**src/rtl/pipe_stage_reg.sv**
```systemverilog
`default_nettype none
// ============================================================================
// Module   : pipe_stage_reg
// Purpose  : Valid/ready pipeline stage register for an instruction pipeline.
//            Each entry carries a PC, a Tnew countdown and an opaque payload.
//            Tnew counts down by one per cycle while an entry is held
//            (saturating at 0), so hazard logic downstream always sees how
//            many cycles remain until the entry's result is available.
//            req (exception/interrupt) empties the stage and loads EXC_PC
//            into the output slot. flush empties the stage and zeroes the
//            output slot. req takes priority over flush, and flush takes
//            priority over the normal handshake.
// Config   : `define PIPE_STAGE_SKID_EN -> two entries (output slot + skid).
//            in_ready is then a pure register output, with no combinational
//            path from out_ready.
//            Undefined (default)     -> single output slot, and
//            in_ready = out_ready | ~out_valid.
// Ports    : clk                  rising-edge clock
//            reset                asynchronous, active-low reset
//            in_valid/in_ready    upstream handshake
//            in_pc/in_tnew/in_payload     upstream entry fields
//            out_valid/out_ready  downstream handshake
//            out_pc/out_tnew/out_payload  output slot fields (registered)
//            flush, req           bubble insertion / exception request
//            occupancy            number of valid entries held (0..2)
// Revision : 1.0 - initial release
// ============================================================================
module pipe_stage_reg #(
    parameter int          PAYLOAD_W = 32,
    parameter int          TNEW_W    = 4,
    parameter logic [31:0] EXC_PC    = 32'h0000_4180
) (
    input  logic                 clk,
    input  logic                 reset,
    input  logic                 in_valid,
    output logic                 in_ready,
    input  logic [31:0]          in_pc,
    input  logic [TNEW_W-1:0]    in_tnew,
    input  logic [PAYLOAD_W-1:0] in_payload,
    output logic                 out_valid,
    input  logic                 out_ready,
    output logic [31:0]          out_pc,
    output logic [TNEW_W-1:0]    out_tnew,
    output logic [PAYLOAD_W-1:0] out_payload,
    input  logic                 flush,
    input  logic                 req,
    output logic [1:0]           occupancy
);

    function automatic logic [TNEW_W-1:0] sat_dec(input logic [TNEW_W-1:0] v);
        return (v == '0) ? '0 : v - TNEW_W'(1);
    endfunction

    logic                 head_valid_q, head_valid_d;
    logic [31:0]          head_pc_q, head_pc_d;
    logic [TNEW_W-1:0]    head_tnew_q, head_tnew_d;
    logic [PAYLOAD_W-1:0] head_payload_q, head_payload_d;

    logic push;
    logic pop;

`ifdef PIPE_STAGE_SKID_EN
    logic                 skid_valid_q, skid_valid_d;
    logic [31:0]          skid_pc_q, skid_pc_d;
    logic [TNEW_W-1:0]    skid_tnew_q, skid_tnew_d;
    logic [PAYLOAD_W-1:0] skid_payload_q, skid_payload_d;

    // The skid slot is the only thing that can make the stage full, so
    // readiness comes straight off a flop.
    assign in_ready  = ~skid_valid_q;
    assign occupancy = {1'b0, head_valid_q} + {1'b0, skid_valid_q};
`else
    assign in_ready  = out_ready | ~head_valid_q;
    assign occupancy = {1'b0, head_valid_q};
`endif

    assign push = in_valid & in_ready;
    assign pop  = head_valid_q & out_ready;

    always_comb begin
        head_valid_d   = head_valid_q;
        head_pc_d      = head_pc_q;
        head_tnew_d    = head_tnew_q;
        head_payload_d = head_payload_q;
`ifdef PIPE_STAGE_SKID_EN
        skid_valid_d   = skid_valid_q;
        skid_pc_d      = skid_pc_q;
        skid_tnew_d    = skid_tnew_q;
        skid_payload_d = skid_payload_q;
`endif
        if (req) begin
            head_valid_d   = 1'b0;
            head_pc_d      = EXC_PC;
            head_tnew_d    = '0;
            head_payload_d = '0;
`ifdef PIPE_STAGE_SKID_EN
            skid_valid_d   = 1'b0;
            skid_pc_d      = '0;
            skid_tnew_d    = '0;
            skid_payload_d = '0;
`endif
        end else if (flush) begin
            head_valid_d   = 1'b0;
            head_pc_d      = '0;
            head_tnew_d    = '0;
            head_payload_d = '0;
`ifdef PIPE_STAGE_SKID_EN
            skid_valid_d   = 1'b0;
            skid_pc_d      = '0;
            skid_tnew_d    = '0;
            skid_payload_d = '0;
`endif
        end else begin
`ifdef PIPE_STAGE_SKID_EN
            if (skid_valid_q) begin
                // Full: in_ready is low, so only a pop can change shape.
                if (pop) begin
                    head_valid_d   = 1'b1;
                    head_pc_d      = skid_pc_q;
                    head_tnew_d    = sat_dec(skid_tnew_q);
                    head_payload_d = skid_payload_q;
                    skid_valid_d   = 1'b0;
                end else begin
                    head_tnew_d = sat_dec(head_tnew_q);
                    skid_tnew_d = sat_dec(skid_tnew_q);
                end
            end else if (head_valid_q) begin
                if (push && pop) begin
                    head_pc_d      = in_pc;
                    head_tnew_d    = sat_dec(in_tnew);
                    head_payload_d = in_payload;
                end else if (push) begin
                    head_tnew_d    = sat_dec(head_tnew_q);
                    skid_valid_d   = 1'b1;
                    skid_pc_d      = in_pc;
                    skid_tnew_d    = sat_dec(in_tnew);
                    skid_payload_d = in_payload;
                end else if (pop) begin
                    // Fields are left as-is; only the valid bit drops.
                    head_valid_d = 1'b0;
                end else begin
                    head_tnew_d = sat_dec(head_tnew_q);
                end
            end else if (push) begin
                head_valid_d   = 1'b1;
                head_pc_d      = in_pc;
                head_tnew_d    = sat_dec(in_tnew);
                head_payload_d = in_payload;
            end
`else
            if (push) begin
                head_valid_d   = 1'b1;
                head_pc_d      = in_pc;
                head_tnew_d    = sat_dec(in_tnew);
                head_payload_d = in_payload;
            end else if (pop) begin
                head_valid_d = 1'b0;
            end else if (head_valid_q) begin
                head_tnew_d = sat_dec(head_tnew_q);
            end
`endif
        end
    end

    always_ff @(posedge clk or negedge reset) begin
        if (!reset) begin
            head_valid_q   <= 1'b0;
            head_pc_q      <= '0;
            head_tnew_q    <= '0;
            head_payload_q <= '0;
        end else begin
            head_valid_q   <= head_valid_d;
            head_pc_q      <= head_pc_d;
            head_tnew_q    <= head_tnew_d;
            head_payload_q <= head_payload_d;
        end
    end

`ifdef PIPE_STAGE_SKID_EN
    always_ff @(posedge clk or negedge reset) begin
        if (!reset) begin
            skid_valid_q   <= 1'b0;
            skid_pc_q      <= '0;
            skid_tnew_q    <= '0;
            skid_payload_q <= '0;
        end else begin
            skid_valid_q   <= skid_valid_d;
            skid_pc_q      <= skid_pc_d;
            skid_tnew_q    <= skid_tnew_d;
            skid_payload_q <= skid_payload_d;
        end
    end
`endif

    assign out_valid   = head_valid_q;
    assign out_pc      = head_pc_q;
    assign out_tnew    = head_tnew_q;
    assign out_payload = head_payload_q;

endmodule
`default_nettype wire

```
**config.mk**
```make
export PLATFORM = sky130hd
export DESIGN_NAME = pipe_stage_reg
export DESIGN_NICKNAME = d
export VERILOG_FILES = /design/src/rtl/pipe_stage_reg.sv
export SDC_FILE = /design/constraint.sdc
export NUM_CORES = 1
export LEC_CHECK = 0
export CAP_MARGIN = 20
export CORE_MARGIN = 2
export CORE_UTILIZATION = 67
export DETAILED_ROUTE_END_ITERATION = 12
export DONT_BUFFER_PORTS = 1
export PLACE_DENSITY_LB_ADDON = 0.15
export SYNTH_ARGS = -nofsm -noshare
export SYNTH_HDL_FRONTEND = slang
export SYNTH_SLANG_ARGS = --single-unit
```
**constraint.sdc**
```tcl
create_clock -name clk -period 2.75 [get_ports clk]
set_input_delay 0.275 -clock clk [delete_from_list [all_inputs] [get_ports clk]]
set_output_delay 0.275 -clock clk [all_outputs]
set_load 0.005 [all_outputs]
```
==> results.tsv, run 1 <==
metric	value	unit
status	finished, final reports clean	
post-synthesis compound-gate area fraction	0.132	
Initial Util	0.686	
TritonCTS clock tree	done	
Max H-tree Level	3	
Core ar.	4320	sq um
Leak Pwr	0.00146	uW
PortBufs	0	
Buf/Inv on CP	1	
area of the multi-input gates	1090	sq um
Total Routed Length	6480	um
fraction of layout cells with a size suffix above 1	0.0681	
Tcrit/Tclk final	0.690	
largest net degree at the start of global routing	70	
final setup vio count	0	
Synth Area in Simple Gates	0.198	
top-area cell type share of the netlist area	0.582	
Area growth syn-to-layout	6.58	%
Slowest-stage cell, CP	nand2_2	
CP arrival	2.14	ns
Synth Register Bits	69	
clock latency on the worst-skew pair	0.33	ns
clock tree sinks	69	
CP Launch Type	register	
top cell type by total area after synthesis	dfrtp_1	
post-route ant nets	0	
clock root buffer master	clkbuf_8	
Synth top cells by count	nand2_1 (122), dfrtp_1 (69), a21oi_1 (63)	
# Max-Cap Violations	0	
cell with the most instances after synthesis	nand2_1	
main flop type after synthesis	dfrtp_1	
global-route wire length before repair	10100	um
FFs w/ async S/R, synth	1.00	
Nets	396	
drt wl/cell	17.3	um
Syn Area/Cell	9.07	sq um
max-slew violations	0	
Global Route Usage Sum	0.265	
Clock Path Buffers	2	
Clock transition at path regs	0.07	ns
site row count	24	
synth top area cells	dfrtp_1 (58%), nand2_1 (15%), a21oi_1 (11%)	
overflow left after global routing	0	
crit path cell chain	nand2b_4, nand2_2, buf_4, nand2_1, a21oi_1	
mux contribution to synthesized area	0.0169	
Initial DRT Pass Iterations	5	
Period minus WS final	1.90	ns
Iter 0 DRT Violations	148	
die width	70.5	um
worst slew pin tran	0.689	ns
largest stage delay on the critical path	0.53	ns
vias in the first global route	2075	
dpl hpwl	4210	um
Hold WC Path Type	input pin to register	
post-synthesis adder-cell area fraction	0.0169	
crit path kind	register to register	
gp weighted congestion	0.745	
crit-path max FO	36	
largest family of logic cells by synthesized area	simple AND/OR/NAND/NOR gates	
synthesized area	2970	sq um
drt via density	5.85	
Reg area	1730	sq um
total number of vias	2193	
Worst setup EP type	register	
total power	2040	uW
CTS Buf Count	9	
DRC	0	
xor-xnor portion of the synthesized cell area	0.00295	
I/O pin cnt	146	
total negative slack	0	ns
Yosys cell types	29	
die height	70.5	um
Worst slew margin	0.539	
Mapped Cells	327	
initial antenna violation count	0	
Antenna Cells	0	
post-CTS setup buffer count	0	
critical path's top delay family	simple AND/OR/NAND/NOR gates	
Syn Nets	405	
Post-synth EDFFs	0	
Final Hold Viols	0	
clk_skew	0.00414	ns
Max VDD drop	478	uV
Cell Pwr Density	645	nW/um^2
CP Data Required Time	2.99	ns
Die Footprint	4980	sq um
Highest Clock Rate	527	MHz
Fillers	350	
synth warn	0	
register area share after synthesis	0.582	
RSZ-0062 raised after global routing	no	
state kept, by name, summed over array words and instances (netlist names):
register,count
out_payload,32
out_pc,32
out_tnew,4
out_valid,1
metal layers:
layer | track usage | up-vias | wire length, um
met2 | 0.413 | 102 | 3290
met3 | 0.114 | 11 | 649
met4 | 0.103 | 0 | 123
li1 | - | 1034 | -
met5 | 0 | - | 0
met1 | 0.332 | 1046 | 2410
final cells by class:
cell class                 count  share of cell area
sequential                    69               0.546
multi-input combinational    229               0.346
clock buffer                  12              0.0459
timing repair buffer           4              0.0206
tap                           52              0.0206
clock inverter                 4              0.0150
inverter                       5             0.00594
cell usage in the layout (no fill, tap or decap), types with 2 or more instances in the layout:
cell / n
clkbuf_8: 10
clkinv_2: 2
nand2_1: 122
clkbuf_1: 2
o21ai_0: 4
dfrtp_1: 69
nor3_1: 3
o21bai_1: 3
mux2i_1: 5
a21oi_1: 63
o311a_1: 2
nand3b_1: 2
nand2b_1: 2
ha_1: 4
nor2_1: 7
inv_1: 5
final timing paths:
| check | cells after the start | slack (ns) | start | end |
|---|---|---|---|---|
| hold / removal | 1 | 0.04 | flush | out_pc[8]$_DFFE_PN0P_ |
| min in group asynchronous | 2 | 0.49 | reset | out_pc[12]$_DFFE_PN0P_ |
| max in group asynchronous | 2 | 1.99 | reset | out_payload[14]$_DFFE_PN0P_ |
| setup reg to reg | 5 | 0.85 | out_valid$_DFFE_PN0P_ | out_pc[27]$_DFFE_PN0P_ |
| setup / recovery | 5 | 0.85 | out_valid$_DFFE_PN0P_ | out_pc[27]$_DFFE_PN0P_ |
| hold reg to reg | 2 | 0.55 | out_pc[31]$_DFFE_PN0P_ | out_pc[31]$_DFFE_PN0P_ |
report_power, final:
part / internal, uW / total, uW / switching (uW)
logic: 54.5 / 165 / 111
clock network: 441 / 794 / 353
registers: 1050 / 1080 / 30.5
total: 1540 / 2040 / 494
metrics by stage:
step / util / setup WS (ns) / cell area (sq um) / hold slack [ns] / std cells
floorplan: - / 1.37 / 2970 / -0.0206 / 327
global placement: 0.673 / 0.933 / 2910 / -0.0193 / 356
detailed placement: 0.673 / 0.856 / 2910 / -0.0193 / 356
CTS: 0.727 / 0.837 / 3140 / 0.0281 / 374
global route: 0.731 / 0.676 / 3160 / 0.0340 / 375
finish: 0.731 / 0.854 / 3160 / 0.0434 / 375
kinds of logic (layout without fill, tap and decap cells):
kind of cell	after synthesis	in the layout
adders and majority gates	4	4
xor gates and xnor gates	1	1
buffers and inverters	29	25
AOI/OAI and AO/OA	74	74
DFF	69	69
muxes	5	5
other	1	1
and+or+nand+nor	144	144
timing repair:
item / CTS / global route
endpoints found under the hold margin: 69 / 0
hold buffers: 2 / 0
resized for setup: 0 / 0
No activity file was read; power rests on OpenSTA's default activity.
==> run 2: changes to the inputs <==
Settings changed: CORE_UTILIZATION 67 to 56.
Clock period 2.75 ns to 1.7 ns, I/O delays scaled along.
==> run 2 against run 1 <==
The run now ends with negative hold slack left. First-iteration DRC count is 4.1% lower. Clock power is 40% higher. Final cell count is 22% higher. Die area is 18% higher. Register-to-register slack worse by 0.64 ns. Count of clock-buffer cells in the layout is 1 lower. Clock skew is 0.0027 ns higher. Final area is 20% higher. Via count is 14% higher. Non-clock buffer count is 63 higher. Worst hold slack worse by 0.51 ns. Combinational power is 120% higher.
==> results.tsv, run 2 (synthesis results as in run 1) <==
metric	value	unit	change
fin util	0.741		+0.00962
Nets	459		+16%
global-route wire length before repair	12000	um	+18%
clock tree sinks	69		unchanged
I/O pin cnt	146		unchanged
Buf/Inv on CP	1		unchanged
gp weighted congestion	0.784		+5.2%
crit path cell chain	nand2b_4, and2_4, buf_12, nand2_1, a21oi_1		
clk_skew	0.00684	ns	+0.00271 ns
Cell Pwr Density	852	nW/um^2	+32%
Total Routed Length	7450	um	+15%
Slowest-stage cell, CP	dfrtp_1		
Period minus WS final	1.49	ns	-0.407 ns
DRC	0		unchanged
PortBufs	0		unchanged
clock root buffer master	clkbuf_8		
initial antenna violation count	0		unchanged
pre-CTS WS	0.236	ns	-0.619 ns
worst slew pin tran	0.589	ns	-0.100 ns
Iter 0 DRT Violations	142		-4.1%
Global Route Usage Sum	0.256		-0.00892
Core ar.	5110	sq um	+18%
Worst setup EP type	register		
placed insts	377		+5.9%
Highest Clock Rate	671	MHz	+27%
TritonCTS clock tree	done		
Antenna Cells	0		unchanged
leading cell types in the layout, fill and taps excluded	nand2_1 (122), dfrtp_1 (69), a21oi_1 (63), dlygate4sd3_1 (63), clkbuf_8 (9)		
drt via density	5.50		-6.0%
clock latency on the worst-skew pair	0.33	ns	about the same
CP Launch Type	register		
max-slew violations	0		unchanged
CP arrival	1.73	ns	-0.41 ns
total negative slack	0	ns	unchanged
# Max-Cap Violations	0		unchanged
drt wl/cell	16.3	um	-5.4%
critical path's top delay family	simple AND/OR/NAND/NOR gates		
crit-path max FO	47		+31%
failing checks	negative hold slack		
Leak Pwr	0.00171	uW	+17%
Tcrit/Tclk final	0.876		+0.186
status	finished with violations		
Clock transition at path regs	0.07	ns	about the same
Fillers	365		+4.3%
largest stage delay on the critical path	0.44	ns	-0.09 ns
Max H-tree Level	3		unchanged
crit path kind	register to register		
CTS Buf Count	9		unchanged
total number of vias	2507		+14%
Finished Layout Cells	456		+22%
CTS Hold Bufs	63		+61
fraction of layout cells with a size suffix above 1	0.0596		-0.00853
Hold WC Path Type	input pin to async pin		
vias in the first global route	2495		+20%
Die Footprint	5900	sq um	+18%
Area growth syn-to-layout	27.5	%	
dpl hpwl	4270	um	+1.4%
Initial Util	0.581		-0.105
Clock Path Buffers	2		unchanged
Final Hold Viols	69		+69
largest net degree at the start of global routing	70		unchanged
hold slack	-0.471	ns	-0.514 ns
most common cell after layout, fill and taps aside	nand2_1		
die height	76.8	um	+8.9%
site row count	26		+8.3%
overflow left after global routing	0		unchanged
fin worst setup slack	0.211	ns	-0.643 ns
Max VDD drop	572	uV	+20%
Initial DRT Pass Iterations	4		-1
CP Data Required Time	1.94	ns	-1.05 ns
Worst slew margin	0.607		+0.0683
RSZ-0062 raised after global routing	no		
die width	76.8	um	+8.9%
post-route ant nets	0		unchanged
final setup vio count	0		unchanged
[run 2: cell types whose count changed in the layout (fill, tap and decap cells not counted)]
| cell | before | now |
|---|---|---|
| buf_16 | 1 | 0 |
| buf_12 | 1 | 3 |
| clkinv_2 | 2 | 4 |
| dlygate4sd3_1 | 1 | 63 |
| bufinv_16 | 1 | 0 |
| clkbuf_8 | 10 | 9 |
[run 2: power by group]
group / switching [uW] / internal (uW) / total (uW)
registers: 49.8 / 1700 / 1750
logic: 181 / 186 / 367
clock network: 589 / 520 / 1110
total: 820 / 2400 / 3220
[run 2: final timing paths]
check	start	endpoint	slack (ns)	depth (start not counted)
worst max-delay path	out_valid$_DFFE_PN0P_	out_pc[6]$_DFFE_PN0P_	0.21	5
worst min-delay path	reset	out_pc[18]$_DFFE_PN0P_	-0.47	0
worst max register to register	out_valid$_DFFE_PN0P_	out_pc[6]$_DFFE_PN0P_	0.21	5
worst min register to register	out_pc[11]$_DFFE_PN0P_	out_pc[11]$_DFFE_PN0P_	0.55	2
max in group asynchronous	reset	out_payload[19]$_DFFE_PN0P_	2.06	0
min in group clk	in_pc[8]	out_pc[8]$_DFFE_PN0P_	0.03	2
[run 2: layout make-up]
type	count	area [sq um]	area share
multi-input cells	229	1090	0.289
clock buffers	11	131	0.0347
clock inverters	5	27.5	0.00728
flip-flops and latches	69	1730	0.456
well taps	70	87.6	0.0231
inverters	5	18.8	0.00496
repair buffers	67	698	0.185
[run 2: repair_timing]
| item | CTS | global route |
|---|---|---|
| gates resized for setup | 0 | 0 |
| setup buffers | 0 | 0 |
| endpoints found under the hold margin | 133 | 69 |
[run 2: routing by layer]
metal | global-route usage | vias up | share of wire
met2 | 0.424 | 120 | 0.50
met1 | 0.298 | 1201 | 0.39
met3 | 0.0812 | 21 | 0.082
met4 | 0.131 | 0 | 0.032
met5 | 0 | - | 0
li1 | - | 1165 | -
[run 2: through the flow]
stage,instance area [sq um],total power [uW]
global placement,2990,2010
detailed placement,2990,2020
CTS,3780,3240
finish,3780,3220
floorplan,2970,1970
global route,3780,3360
==> run 3: changes to the inputs <==
Settings changed: CORE_MARGIN 2 to unset, SLEW_MARGIN set to 20.
==> run 3 against run 2 <==
The flow still finishes with violations (negative hold slack). Flip-flop and latch count did not move. Sequential power barely moved. Total power rose by 4.5%. Final area rose by 1.1%. Largest cell class unchanged. Highest routed layer unchanged. Worst hold slack improved by 0.0075 ns. Non-clock buffer count rose by 1. Critical path depth did not move. Worst setup slack improved by 0.056 ns.
==> results.tsv, run 3 (synthesis results as in run 1) <==
metric	value	unit	change
# resized after CTS	0		unchanged
M2 GR Usage	0.483		+0.0598
Global Route Usage Sum	0.269		+0.0135
pre-CTS WS	0.292	ns	+0.0559 ns
clock tree sinks	69		unchanged
total number of vias	2509		+0.080%
clock latency on the worst-skew pair	0.32	ns	about the same
largest net degree at the start of global routing	70		unchanged
Clock transition at path regs	0.07	ns	about the same
CTS Buf Count	9		unchanged
site row count	26		unchanged
post-route ant nets	0		unchanged
Die Footprint	5590	sq um	-5.1%
Antenna Cells	0		unchanged
Leak Pwr	0.00173	uW	+1.1%
Core ar.	5110	sq um	unchanged
die height	74.8	um	-2.6%
Initial Util	0.581		unchanged
crit path cell chain	nand2b_4, and2_4, buf_12, nand2_1, a21oi_1		
Highest Clock Rate	698	MHz	+3.9%
most common cell after layout, fill and taps aside	nand2_1		
hold slack	-0.463	ns	+0.00753 ns
die width	74.8	um	-2.6%
clock root buffer master	clkbuf_8		
fraction of layout cells with a size suffix above 1	0.0571		-0.00244
dpl hpwl	4320	um	+1.1%
crit-path max FO	25		-47%
fin worst setup slack	0.267	ns	+0.0559 ns
CP Launch Type	register		
Initial DRT Pass Iterations	4		unchanged
overflow left after global routing	0		unchanged
DRC	0		unchanged
status	finished with violations		
Slowest-stage cell, CP	dfrtp_1		
leading cell types in the layout, fill and taps excluded	nand2_1 (122), dfrtp_1 (69), a21oi_1 (63), dlygate4sd3_1 (63), clkbuf_8 (10)		
final setup vio count	0		unchanged
Cell Pwr Density	880	nW/um^2	+3.3%
clk_skew	0.00291	ns	-0.00393 ns
most used routing layer	met2		
fin util	0.749		+0.00808
Iter 0 DRT Violations	152		+7.0%
crit path kind	register to register		
Max VDD drop	618	uV	+7.9%
Clock Path Buffers	2		unchanged
# Max-Cap Violations	0		unchanged
Max H-tree Level	3		unchanged
TritonCTS clock tree	done		
failing checks	negative hold slack		
Worst setup EP type	register		
total negative slack	0	ns	unchanged
Final Hold Viols	69		unchanged
Total Routed Length	7480	um	+0.48%
Area growth syn-to-layout	28.9	%	
RSZ-0062 raised after global routing	no		
initial antenna violation count	0		unchanged
Hold WC Path Type	input pin to async pin		
I/O pin cnt	146		unchanged
CTS Hold Bufs	63		unchanged
met3 GRT Util	0.0817		+0.000484
DP Area	3010	sq um	+0.67%
Tcrit/Tclk final	0.843		-0.0329
vias in the first global route	2498		+0.12%
gp weighted congestion	0.807		+2.9%
PortBufs	0		unchanged
global-route wire length before repair	11100	um	-7.0%
drt via density	5.51		+0.30%
Nets	460		+0.22%
CP Data Required Time	1.94	ns	about the same
post-route cell area	3820	sq um	+1.1%
max-slew violations	0		unchanged
CP arrival	1.67	ns	-0.06 ns
Period minus WS final	1.43	ns	-0.0559 ns
post-CTS setup buffer count	0		unchanged
largest stage delay on the critical path	0.44	ns	about the same
drt wl/cell	16.4	um	+0.70%
met1 Resource Use GR	0.291		-0.00740
-- run 3: metrics by stage --
stage	total power (uW)	std cells
2_1_floorplan	1970	327
3_3_place_gp	2020	378
3_5_place_dp	2030	378
4_1_cts	3390	455
5_1_grt	3510	455
6_report	3370	455
-- run 3: layout make-up --
class	count	area [sq um]
repair buffers	68	718
clock buffers	12	145
fillers	376	1280
flip-flops and latches	69	1730
multi-input cells	229	1090
clock inverters	2	35.0
inverters	5	18.8
well taps	70	87.6
-- run 3: report_power, final --
group          internal, uW  leakage, uW  switching (uW)
Sequential             1700     0.000937            50.3
Clock                   701    0.0000923             545
Combinational           191     0.000704             182
Total                  2590      0.00173             777
-- run 3: per-layer routing --
metal / share of wire / up-vias
met5: 0 / -
li1: - / 1166
met4: 0.012 / 0
met2: 0.54 / 103
met3: 0.075 / 8
met1: 0.38 / 1232
-- run 3: worst paths after layout --
kind	startpoint	end	slack, ns	depth (start not counted)
min in group clk	in_pc[14]	out_pc[14]$_DFFE_PN0P_	0.04	2
max	out_valid$_DFFE_PN0P_	out_payload[1]$_DFFE_PN0P_	0.27	5
max in group asynchronous	reset	out_payload[18]$_DFFE_PN0P_	2.02	0
max reg2reg	out_valid$_DFFE_PN0P_	out_payload[1]$_DFFE_PN0P_	0.27	5
min reg2reg	out_pc[26]$_DFFE_PN0P_	out_pc[26]$_DFFE_PN0P_	0.55	2
min	reset	out_payload[11]$_DFFE_PN0P_	-0.46	0
-- run 3: worst max-delay path, delay by kind of cell (launching register included) --
family / cells / cell delay [ns]
buffers and inverters: 1 / 0.21
DFF: 1 / 0.44
AOI/OAI and AO/OA: 1 / 0.15
and+or+nand+nor: 3 / 0.55
